===== config.mk =====
export PLATFORM = sky130hd
export DESIGN_NAME = css_mcu0_el2_ifu_iccm_repair_flat
export DESIGN_NICKNAME = d
export VERILOG_FILES = /design/src/rtl/css_mcu0_el2_ifu_iccm_repair_pkg.sv /design/src/rtl/css_mcu0_el2_ifu_iccm_repair_if.sv /design/src/rtl/css_mcu0_el2_ifu_iccm_repair_lru.sv /design/src/rtl/css_mcu0_el2_ifu_iccm_repair.sv /design/src/flat_wrapper.sv
export SDC_FILE = /design/constraint.sdc
export NUM_CORES = 1
export LEC_CHECK = 0
export BUFFER_PORTS_ARGS = -buffer_cell sky130_fd_sc_hd__buf_2
export CAP_MARGIN = 20
export CORE_ASPECT_RATIO = 1.2
export CORE_MARGIN = 4
export CORE_UTILIZATION = 41
export DETAILED_ROUTE_END_ITERATION = 10
export PLACE_DENSITY = 0.69
export SYNTH_ARGS = -nofsm -noshare
export SYNTH_HDL_FRONTEND = slang
export SYNTH_HIERARCHICAL = 1
export SYNTH_SLANG_ARGS = --single-unit

===== constraint.sdc =====
create_clock -name clk -period 7.3 [get_ports clk]
set_clock_uncertainty 0.2 [all_clocks]
set_input_delay 0.365 -clock clk [delete_from_list [all_inputs] [get_ports clk]]
set_output_delay 0.365 -clock clk [all_outputs]
set_load 0.005 [all_outputs]

===== src/rtl/css_mcu0_el2_ifu_iccm_repair_pkg.sv =====
// Shared types and elaboration helpers for the ICCM redundant-row repair unit.
package css_mcu0_el2_ifu_iccm_repair_pkg;

  localparam int ICCM_ADDR_BITS = 17;
  localparam int ICCM_DATA_W    = 39;

  typedef enum logic [1:0] {
    ST_IDLE    = 2'd0,
    ST_INSTALL = 2'd1,
    ST_WB_REQ  = 2'd2
  } rep_state_e;

  typedef struct packed {
    logic                        valid;
    logic [ICCM_ADDR_BITS-3:0]   addr;
    logic [ICCM_DATA_W-1:0]      data;
  } red_entry_t;

  function automatic int lru_idx_w(input int num_red);
    return (num_red <= 2) ? 1 : $clog2(num_red);
  endfunction

  function automatic int bank_hi(input int num_banks);
    return 1 + $clog2(num_banks);
  endfunction

endpackage


===== src/rtl/css_mcu0_el2_ifu_iccm_repair_if.sv =====
// Correction-request and scrub write-back handshake between the IFU/array and the repair unit.
interface css_mcu0_el2_ifu_iccm_repair_if #(
  parameter int ADDR_BITS = 17,
  parameter int DATA_W    = 39
);
  logic                 correct_req;
  logic                 correct_ack;
  logic [ADDR_BITS-3:0] correct_addr;
  logic [DATA_W-1:0]    correct_data;
  logic                 wb_valid;
  logic                 wb_ready;
  logic [ADDR_BITS-3:0] wb_addr;
  logic [DATA_W-1:0]    wb_data;

  modport master (
    output correct_req, correct_addr, correct_data, wb_ready,
    input  correct_ack, wb_valid, wb_addr, wb_data
  );

  modport slave (
    input  correct_req, correct_addr, correct_data, wb_ready,
    output correct_ack, wb_valid, wb_addr, wb_data
  );
endinterface


===== src/rtl/css_mcu0_el2_ifu_iccm_repair_lru.sv =====
// True-LRU age array for the redundant rows; age 0 is most recently used.
module css_mcu0_el2_ifu_iccm_repair_lru
  import css_mcu0_el2_ifu_iccm_repair_pkg::*;
#(
  parameter int NUM_RED = 4
) (
  input  logic                          clk,
  input  logic                          rst,
  input  logic                          touch_en_i,
  input  logic [lru_idx_w(NUM_RED)-1:0] touch_idx_i,
  input  logic [NUM_RED-1:0]            valid_i,
  output logic [lru_idx_w(NUM_RED)-1:0] victim_idx_o
);
  localparam int IW = lru_idx_w(NUM_RED);

  logic [IW-1:0] age_q [NUM_RED];
  logic          found;

  always_ff @(posedge clk) begin
    if (rst) begin
      for (int k = 0; k < NUM_RED; k++) age_q[k] <= IW'(k);
    end else if (touch_en_i) begin
      for (int k = 0; k < NUM_RED; k++) begin
        if (IW'(k) == touch_idx_i) age_q[k] <= '0;
        else if (age_q[k] < age_q[touch_idx_i]) age_q[k] <= age_q[k] + 1'b1;
      end
    end
  end

  // Ages stay a permutation, so the oldest entry always carries NUM_RED-1.
  always_comb begin
    victim_idx_o = '0;
    found        = 1'b0;
    for (int k = 0; k < NUM_RED; k++) begin
      if (!valid_i[k] && !found) begin
        victim_idx_o = IW'(k);
        found        = 1'b1;
      end
    end
    if (!found) begin
      for (int k = 0; k < NUM_RED; k++) begin
        if (age_q[k] == IW'(NUM_RED - 1)) victim_idx_o = IW'(k);
      end
    end
  end

endmodule


===== src/rtl/css_mcu0_el2_ifu_iccm_repair.sv =====
// ICCM redundant-row repair: substitutes repaired rows on reads, keeps them coherent on writes,
// and scrubs each corrected word back into the array.
//   state      | meaning
//   ST_IDLE    | accepting correction requests and flushes
//   ST_INSTALL | writing the captured word into its redundant row
//   ST_WB_REQ  | presenting the corrected word to the array until accepted
module css_mcu0_el2_ifu_iccm_repair
  import css_mcu0_el2_ifu_iccm_repair_pkg::*;
#(
  parameter int NUM_BANKS = 4,
  parameter int ADDR_BITS = ICCM_ADDR_BITS,
  parameter int NUM_RED   = 4,
  parameter int DATA_W    = ICCM_DATA_W,
  parameter int CNT_W     = 8
) (
  input  logic                        clk,
  input  logic                        rst,
  input  logic                        rd_en_i,
  input  logic                        wr_en_i,
  input  logic [ADDR_BITS-1:1]        rw_addr_i,
  input  logic [2:0]                  wr_size_i,
  input  logic [2*DATA_W-1:0]         wr_data_i,
  input  logic                        correct_state_i,
  input  logic                        flush_i,
  input  logic [NUM_BANKS*DATA_W-1:0] bank_dout_i,
  output logic [NUM_BANKS*DATA_W-1:0] bank_dout_fn_o,
  output logic [CNT_W-1:0]            install_cnt_o,
  output logic                        busy_o,
  css_mcu0_el2_ifu_iccm_repair_if.slave rep_if
);
  localparam int IW  = lru_idx_w(NUM_RED);
  localparam int BHI = bank_hi(NUM_BANKS);
  localparam int BW  = BHI - 1;

  rep_state_e state_q, state_d;
  red_entry_t ent_q [NUM_RED];
  logic [NUM_BANKS-1:0][NUM_RED-1:0] hit, hit_q;
  logic [ADDR_BITS-1:1] addr_inc;
  logic [ADDR_BITS-3:0] cap_addr_q;
  logic [DATA_W-1:0]    cap_data_q;
  logic [CNT_W-1:0]     cnt_q;
  logic [NUM_RED-1:0]   valid_vec, hit_any_k, merge_k, wt_en, wt_hi;
  logic [IW-1:0]        rd_idx, merge_idx, victim_idx, tgt_idx, touch_idx;
  logic                 dword, ack, install, touch_en;
  logic [1:0]           unused_bits;

  assign dword       = (wr_size_i[1:0] == 2'b11);
  assign addr_inc    = rw_addr_i + (dword ? (ADDR_BITS-1)'(2) : (ADDR_BITS-1)'(1));
  assign unused_bits = {wr_size_i[2], addr_inc[1]};
  assign install     = (state_q == ST_INSTALL);

  always_comb begin
    hit       = '0;
    hit_any_k = '0;
    merge_k   = '0;
    wt_en     = '0;
    wt_hi     = '0;
    valid_vec = '0;
    for (int k = 0; k < NUM_RED; k++) begin
      valid_vec[k] = ent_q[k].valid;
      for (int i = 0; i < NUM_BANKS; i++) begin
        hit[i][k] = ent_q[k].valid &
          (((rw_addr_i[ADDR_BITS-1:2] == ent_q[k].addr) && (rw_addr_i[BHI:2] == BW'(i))) ||
           ((addr_inc[ADDR_BITS-1:2] == ent_q[k].addr) && (addr_inc[BHI:2] == BW'(i))));
        hit_any_k[k] = hit_any_k[k] | hit[i][k];
      end
      merge_k[k] = ent_q[k].valid && (ent_q[k].addr == cap_addr_q);
      wt_en[k]   = wr_en_i && ent_q[k].valid &&
                   (rw_addr_i[ADDR_BITS-1:3] == ent_q[k].addr[ADDR_BITS-3:1]) &&
                   ((rw_addr_i[2] == ent_q[k].addr[0]) || dword);
      wt_hi[k]   = ent_q[k].addr[0] && (dword || rw_addr_i[2]);
    end
  end

  // Descending scans leave the lowest matching index as the winner.
  always_comb begin
    rd_idx    = '0;
    merge_idx = '0;
    for (int k = NUM_RED - 1; k >= 0; k--) begin
      if (hit_any_k[k]) rd_idx = IW'(k);
      if (merge_k[k])   merge_idx = IW'(k);
    end
    tgt_idx   = (|merge_k) ? merge_idx : victim_idx;
    touch_en  = install || (rd_en_i && correct_state_i && (|hit_any_k));
    touch_idx = install ? tgt_idx : rd_idx;
  end

  always_comb begin
    bank_dout_fn_o = bank_dout_i;
    for (int i = 0; i < NUM_BANKS; i++) begin
      for (int k = NUM_RED - 1; k >= 0; k--) begin
        if (hit_q[i][k]) bank_dout_fn_o[i*DATA_W +: DATA_W] = ent_q[k].data;
      end
    end
  end

  always_comb begin
    state_d         = state_q;
    ack             = 1'b0;
    rep_if.wb_valid = 1'b0;
    case (state_q)
      ST_IDLE: begin
        if (rep_if.correct_req && !wr_en_i && !flush_i) begin
          ack     = 1'b1;
          state_d = ST_INSTALL;
        end
      end
      ST_INSTALL: state_d = ST_WB_REQ;
      ST_WB_REQ: begin
        rep_if.wb_valid = 1'b1;
        if (rep_if.wb_ready) state_d = ST_IDLE;
      end
      default: state_d = ST_IDLE;
    endcase
  end

  assign rep_if.correct_ack = ack;
  assign rep_if.wb_addr     = cap_addr_q;
  assign rep_if.wb_data     = cap_data_q;
  assign install_cnt_o      = cnt_q;
  assign busy_o             = (state_q != ST_IDLE);

  always_ff @(posedge clk) begin
    if (rst) begin
      state_q    <= ST_IDLE;
      hit_q      <= '0;
      cnt_q      <= '0;
      cap_addr_q <= '0;
      cap_data_q <= '0;
      for (int k = 0; k < NUM_RED; k++) ent_q[k] <= '0;
    end else begin
      state_q <= state_d;
      hit_q   <= hit;
      if (ack) begin
        cap_addr_q <= rep_if.correct_addr;
        cap_data_q <= rep_if.correct_data;
      end
      if (flush_i && (state_q == ST_IDLE) && !ack) begin
        for (int k = 0; k < NUM_RED; k++) ent_q[k].valid <= 1'b0;
      end
      for (int k = 0; k < NUM_RED; k++) begin
        if (wt_en[k])
          ent_q[k].data <= wt_hi[k] ? wr_data_i[2*DATA_W-1:DATA_W] : wr_data_i[DATA_W-1:0];
      end
      // Install follows write-through so a same-cycle write cannot clobber the corrected word.
      if (install) begin
        ent_q[tgt_idx].valid <= 1'b1;
        ent_q[tgt_idx].addr  <= cap_addr_q;
        ent_q[tgt_idx].data  <= cap_data_q;
        if (!(|merge_k) && (cnt_q != '1)) cnt_q <= cnt_q + 1'b1;
      end
    end
  end

  css_mcu0_el2_ifu_iccm_repair_lru #(.NUM_RED(NUM_RED)) u_lru (
    .clk          (clk),
    .rst          (rst),
    .touch_en_i   (touch_en),
    .touch_idx_i  (touch_idx),
    .valid_i      (valid_vec),
    .victim_idx_o (victim_idx)
  );

endmodule


===== src/flat_wrapper.sv =====
// flat-port wrapper written by rule: the top's interface ports become plain ports
module css_mcu0_el2_ifu_iccm_repair_flat import css_mcu0_el2_ifu_iccm_repair_pkg::*;
#(
  parameter int NUM_BANKS = 4,
  parameter int ADDR_BITS = ICCM_ADDR_BITS,
  parameter int NUM_RED   = 4,
  parameter int DATA_W    = ICCM_DATA_W,
  parameter int CNT_W     = 8
)
  (clk, rst, rd_en_i, wr_en_i, rw_addr_i, wr_size_i, wr_data_i, correct_state_i, flush_i, bank_dout_i, bank_dout_fn_o, install_cnt_o, busy_o, rep_if_correct_req, rep_if_correct_addr, rep_if_correct_data, rep_if_wb_ready, rep_if_correct_ack, rep_if_wb_valid, rep_if_wb_addr, rep_if_wb_data);
  css_mcu0_el2_ifu_iccm_repair_if #(.ADDR_BITS(ADDR_BITS), .DATA_W(DATA_W)) rep_if_i ();
  input  logic clk;
  input  logic rst;
  input  logic rd_en_i;
  input  logic wr_en_i;
  input  logic [ADDR_BITS-1:1] rw_addr_i;
  input  logic [2:0] wr_size_i;
  input  logic [2*DATA_W-1:0] wr_data_i;
  input  logic correct_state_i;
  input  logic flush_i;
  input  logic [NUM_BANKS*DATA_W-1:0] bank_dout_i;
  output logic [NUM_BANKS*DATA_W-1:0] bank_dout_fn_o;
  output logic [CNT_W-1:0] install_cnt_o;
  output logic busy_o;
  input wire logic [$bits(rep_if_i.correct_req)-1:0] rep_if_correct_req;
  input wire logic [$bits(rep_if_i.correct_addr)-1:0] rep_if_correct_addr;
  input wire logic [$bits(rep_if_i.correct_data)-1:0] rep_if_correct_data;
  input wire logic [$bits(rep_if_i.wb_ready)-1:0] rep_if_wb_ready;
  output wire logic [$bits(rep_if_i.correct_ack)-1:0] rep_if_correct_ack;
  output wire logic [$bits(rep_if_i.wb_valid)-1:0] rep_if_wb_valid;
  output wire logic [$bits(rep_if_i.wb_addr)-1:0] rep_if_wb_addr;
  output wire logic [$bits(rep_if_i.wb_data)-1:0] rep_if_wb_data;
  assign rep_if_i.correct_req = rep_if_correct_req;
  assign rep_if_i.correct_addr = rep_if_correct_addr;
  assign rep_if_i.correct_data = rep_if_correct_data;
  assign rep_if_i.wb_ready = rep_if_wb_ready;
  assign rep_if_correct_ack = rep_if_i.correct_ack;
  assign rep_if_wb_valid = rep_if_i.wb_valid;
  assign rep_if_wb_addr = rep_if_i.wb_addr;
  assign rep_if_wb_data = rep_if_i.wb_data;
  css_mcu0_el2_ifu_iccm_repair #(.NUM_BANKS(NUM_BANKS), .ADDR_BITS(ADDR_BITS), .NUM_RED(NUM_RED), .DATA_W(DATA_W), .CNT_W(CNT_W)) u_core (.clk(clk), .rst(rst), .rd_en_i(rd_en_i), .wr_en_i(wr_en_i), .rw_addr_i(rw_addr_i), .wr_size_i(wr_size_i), .wr_data_i(wr_data_i), .correct_state_i(correct_state_i), .flush_i(flush_i), .bank_dout_i(bank_dout_i), .bank_dout_fn_o(bank_dout_fn_o), .install_cnt_o(install_cnt_o), .busy_o(busy_o), .rep_if(rep_if_i));
endmodule

==> results.txt <==
The net switching power was 1.32 mW; the shortest clock period the worst path allows after layout was 5600 ps. The run gives 0 ps as the setup TNS. Combinational cells account for 16.1% of the total power. The tightest hold margin came out at 24.7 ps. The floorplan has 96 rows. After detailed routing, the number of vias per cell comes to 6.00. The number of routed nets with antenna violations is 0.

In the final routed layout, each cell accounts on average for 25.4 um. The max-capacitance violation count is 0, and the switching share of power is 28.4%. The analysis attributes to cell leakage a power of 11.0 nW. The family of cells with the greatest summed delay on the critical path was compound AO/OA/AOI/OAI gates. The critical path is of the in2reg type. Wires add up to 108 mm. Initial antenna violation count: 43.

Register clock-pin slew on the reported worst setup and hold paths: 60 ps. After detailed placement, the total cell area comes to 26900 um^2. On the critical path, the stage with the largest delay is an instance of sky130_fd_sc_hd__mux4_2. The number of global-route vias before repair was 23500.

STA classifies the critical path endpoint as a flip-flop. The Yosys step of the flow raised 6 warnings. The endpoint identified for the worst register-to-register timing path is u_core/u_lru/age_q[3][0]. The final critical path takes up 76.8% of the cycle.

The tools report the endpoint of the worst hold-timing path as u_core/hit_q[9]. In this run, the clock network consumes 39.9% of the power. In this run the register-to-register setup slack is 2440 ps. The highest cell delay on the worst timing path is 560 ps, and the data required time at the worst endpoint is 7350 ps.

In this run the number of H-tree levels came out at 2. Internal power comes to 3.33 mW. Compared with the post-synthesis result, the final layout area differs by 19.9%. After synthesis, the share of flip-flops with an asynchronous set or reset is 0%.

Setup repair after global routing left no endpoint under its margin. Sorting the synthesized cells by how often they occur yields sky130_fd_sc_hd__nand2_1 (534), sky130_fd_sc_hd__a21oi_1 (457), sky130_fd_sc_hd__nor2_1 (401). The worst hold path depth was 2; the maximum frequency from static timing analysis was 178 MHz. Among all flip-flop cells after synthesis, the most frequent one is sky130_fd_sc_hd__edfxtp_1.

The first detailed-routing pass ran for 7 iterations. The finished cells cover 28800 um^2. The HPWL after detailed placement was 72.2 mm. Buffers placed on the I/O ports in this run total 534. The flow ran to the end, and the final reports show no timing, DRC or antenna violations. The overall via count from detail_route is 25500. Yosys mapped the design onto 84 distinct sky130hd cell types. The DRC violation count after routing came out at 0.

The cell type with the highest occurrence count on the critical path was sky130_fd_sc_hd__ha_1. For the number of placed I/O pins, the log shows 536. The worst-skew pair later-pin latency is 570 ps, and the number of slew-limit violations in the final report is 0. The net total in the final layout was 3772. The global route total overflow is 0. The maximum root-to-sink buffer count was 3. The total clock buffers created by CTS is 35. The worst setup path is launched from an input port. Across the VDD grid, the largest voltage drop is 0.206 mV. The run gives 0 as the final count of hold timing violations. The total power per unit cell area was 162 nW/um^2.

Setup violations remaining at the end of the flow were counted as 0. The gate count after technology mapping is 3048. For this design, the sink count on the clock tree is 308.

The global-route wire length before repair came out at 155 mm. For this run, the total global-route usage over all layers was measured as 32.5%. For the area of the core region, the log shows 57500 um^2. The first routing iteration left 2889 violations. The summed instance area of the synthesized netlist is 24000 um^2. The synthesized design contains 308 register bits. Transition time at the pin with the least slew margin: 1110 ps. In this run the most critical hold path is launched from rst.

Counting both buffers and inverters, the worst setup path holds a total of 4. After synthesis, the largest area contributor takes up 28.0% of total cell area. Ranked by total cell area, the synthesized netlist is headed by sky130_fd_sc_hd__edfxtp_1 (28%), sky130_fd_sc_hd__mux2i_1 (10%), sky130_fd_sc_hd__a21oi_1 (9.5%). The number of cells on the worst reg-to-reg path came out at 14. Number of synthesized flops with an enable pin: 224. The path class of the tightest hold or removal check is in2reg. Counting every net in the synthesized netlist gives 3374.

The die covers 62400 um^2. The sequential group share of total power was 44.0%; the height of the chip was 273 um. By instance count, the leading cell after synthesis is sky130_fd_sc_hd__nand2_1. The floorplan step set the die width to 229 um.

Fraction of the yosys area taken by sequential cells: 35.1%. The startpoint identified for the worst register-to-register timing path is u_core/ent_q[2][41]. The average size of a mapped cell works out to 7.87 um^2. The root buffer cell chosen for the clock tree is sky130_fd_sc_hd__clkbuf_16.

TritonCTS built the clock tree. Data on the critical path arrives at its endpoint at 5650 ps. The largest fanout of any net on the critical path works out to 17. The run gives 0.974 as the weighted congestion reported at the end of routability-driven placement.

The largest net degree at the start of global routing is 79. The library cell with the largest summed area after synthesis is sky130_fd_sc_hd__edfxtp_1. The initial utilization of the core area, before any placement, comes to 41.7%. Traced cell by cell, the critical path runs through buf_2, and2_2, inv_1, ha_1, ha_1, a31oi_2, buf_4, or4_1, xnor2_1, a2111oi_0, nand4_1, o41ai_2, o211ai_1, a221oi_1, mux4_2, inv_1, ha_1, o311a_1, o21bai_1, a21o_1. The post-route netlist has 22.5% of its cells at a drive strength greater than 1. Measured against its own limit, the worst slew margin works out to 26.0%.
==> final cells by class <==
| type | count | area [um^2] |
|---|---|---|
| antenna | 36 | 90.1 |
| inverter | 35 | 131 |
| sequential | 308 | 8440 |
| multi-input combinational | 2436 | 14500 |
| clock inverter | 11 | 128 |
| fill | 5570 | 28800 |
| tap | 735 | 920 |
| timing repair buffer | 630 | 3530 |
| clock buffer | 53 | 1060 |
==> power by group through the flow <==
stage                     registers (mW)  clock network, mW  logic [mW]
final                               2.04               1.85       0.746
after detailed placement            2.08                  0       0.704
after global routing                2.05               1.96       0.804
after CTS                           2.04               1.89       0.731
after floorplan                     2.03                  0       0.407
after global placement              2.08                  0       0.698
==> worst max path at each step <==
stage	startpoint	endpoint	slack (ps)	cells past startpoint
after floorplan	rw_addr_i[2]	u_core/u_lru/age_q[3][0]	1800	21
after global placement	wr_size_i[0]	u_core/u_lru/age_q[1][1]	1320	20
after detailed placement	wr_size_i[0]	u_core/u_lru/age_q[3][0]	1260	20
after CTS	wr_size_i[0]	u_core/u_lru/age_q[3][0]	1810	20
after global routing	wr_size_i[0]	u_core/u_lru/age_q[2][1]	1420	20
final	wr_size_i[0]	u_core/u_lru/age_q[3][0]	1700	20
==> worst reg2reg max path, stage by stage (launching register included) <==
cell and delay, ps:
sky130_fd_sc_hd__edfxtp_1 460, sky130_fd_sc_hd__xor2_1 210, sky130_fd_sc_hd__or4_1 520, sky130_fd_sc_hd__or4b_1 520, sky130_fd_sc_hd__nor3_2 260, sky130_fd_sc_hd__and2_0 450
sky130_fd_sc_hd__a31oi_1 170, sky130_fd_sc_hd__o2bb2ai_1 200, sky130_fd_sc_hd__a31o_2 340, sky130_fd_sc_hd__mux4_2 340, sky130_fd_sc_hd__inv_1 160, sky130_fd_sc_hd__ha_1 280
sky130_fd_sc_hd__o311a_1 140, sky130_fd_sc_hd__o21bai_1 130, sky130_fd_sc_hd__a21o_1 160
==> repair_timing <==
action                                  4_1_cts  5_1_grt
endpoints found under the setup margin        0        0
hold buffers                                 55        0
endpoints found under the hold margin        55        0
resized for setup                             0        0
setup buffers                                 0        0
==> routing by layer <==
layer  vias to the layer above  routed length, um  track usage (%)
li1                      11500                  -                -
met1                     11800              39300             39.7
met2                      1764              49100             52.6
met3                       377              12300             7.67
met4                        12               6870             18.7
met5                         -                 84                0
==> registers in the layout (all words and copies together), names as in the netlist <==
name                   count
u_core/ent_q             220
u_core/hit_q              16
u_core/install_cnt_o       8
u_core/rep_if.wb_addr     15
u_core/rep_if.wb_data     39
u_core/state_q             2
u_core/u_lru/age_q         8
==> cells by family (layout without fill, tap and decap cells) <==
kind of cell / count (synthesis) / count (layout) / synth area share (%)
compound gates: 807 / 807 / 19.5
xor+xnor: 157 / 157 / 5.85
fa+ha+maj: 11 / 11 / 0.574
buf+inv: 304 / 729 / 5.07
flops: 308 / 308 / 35.1
mux: 318 / 318 / 13.7
other cells: 0 / 36 / 0
simple gates: 1143 / 1143 / 20.2
==> metrics by stage <==
stage                     utilization (%)  power (mW)  std cells  setup slack [ps]
after floorplan                         -        2.44       3048              1800
after global placement               46.8        2.77       4089              1320
after detailed placement             46.8        2.78       4089              1260
after CTS                            49.8        4.66       4208              1810
after global routing                 50.0        4.81       4236              1420
final                                50.0        4.64       4244              1700
==> layout by cell type, fill, tap and decap left out, drive strengths merged, types with 27 or more instances in the layout <==
master,instances
mux2,78
xor2,52
a21oi,457
o31ai,82
nor2,402
nand2,534
and2,39
dlygate4sd3,55
inv,37
clkbuf,53
xnor2,103
nand4,27
dfxtp,84
buf,575
diode,36
mux2i,239
o21ai,177
edfxtp,224
(Power assumes the default switching activity.)
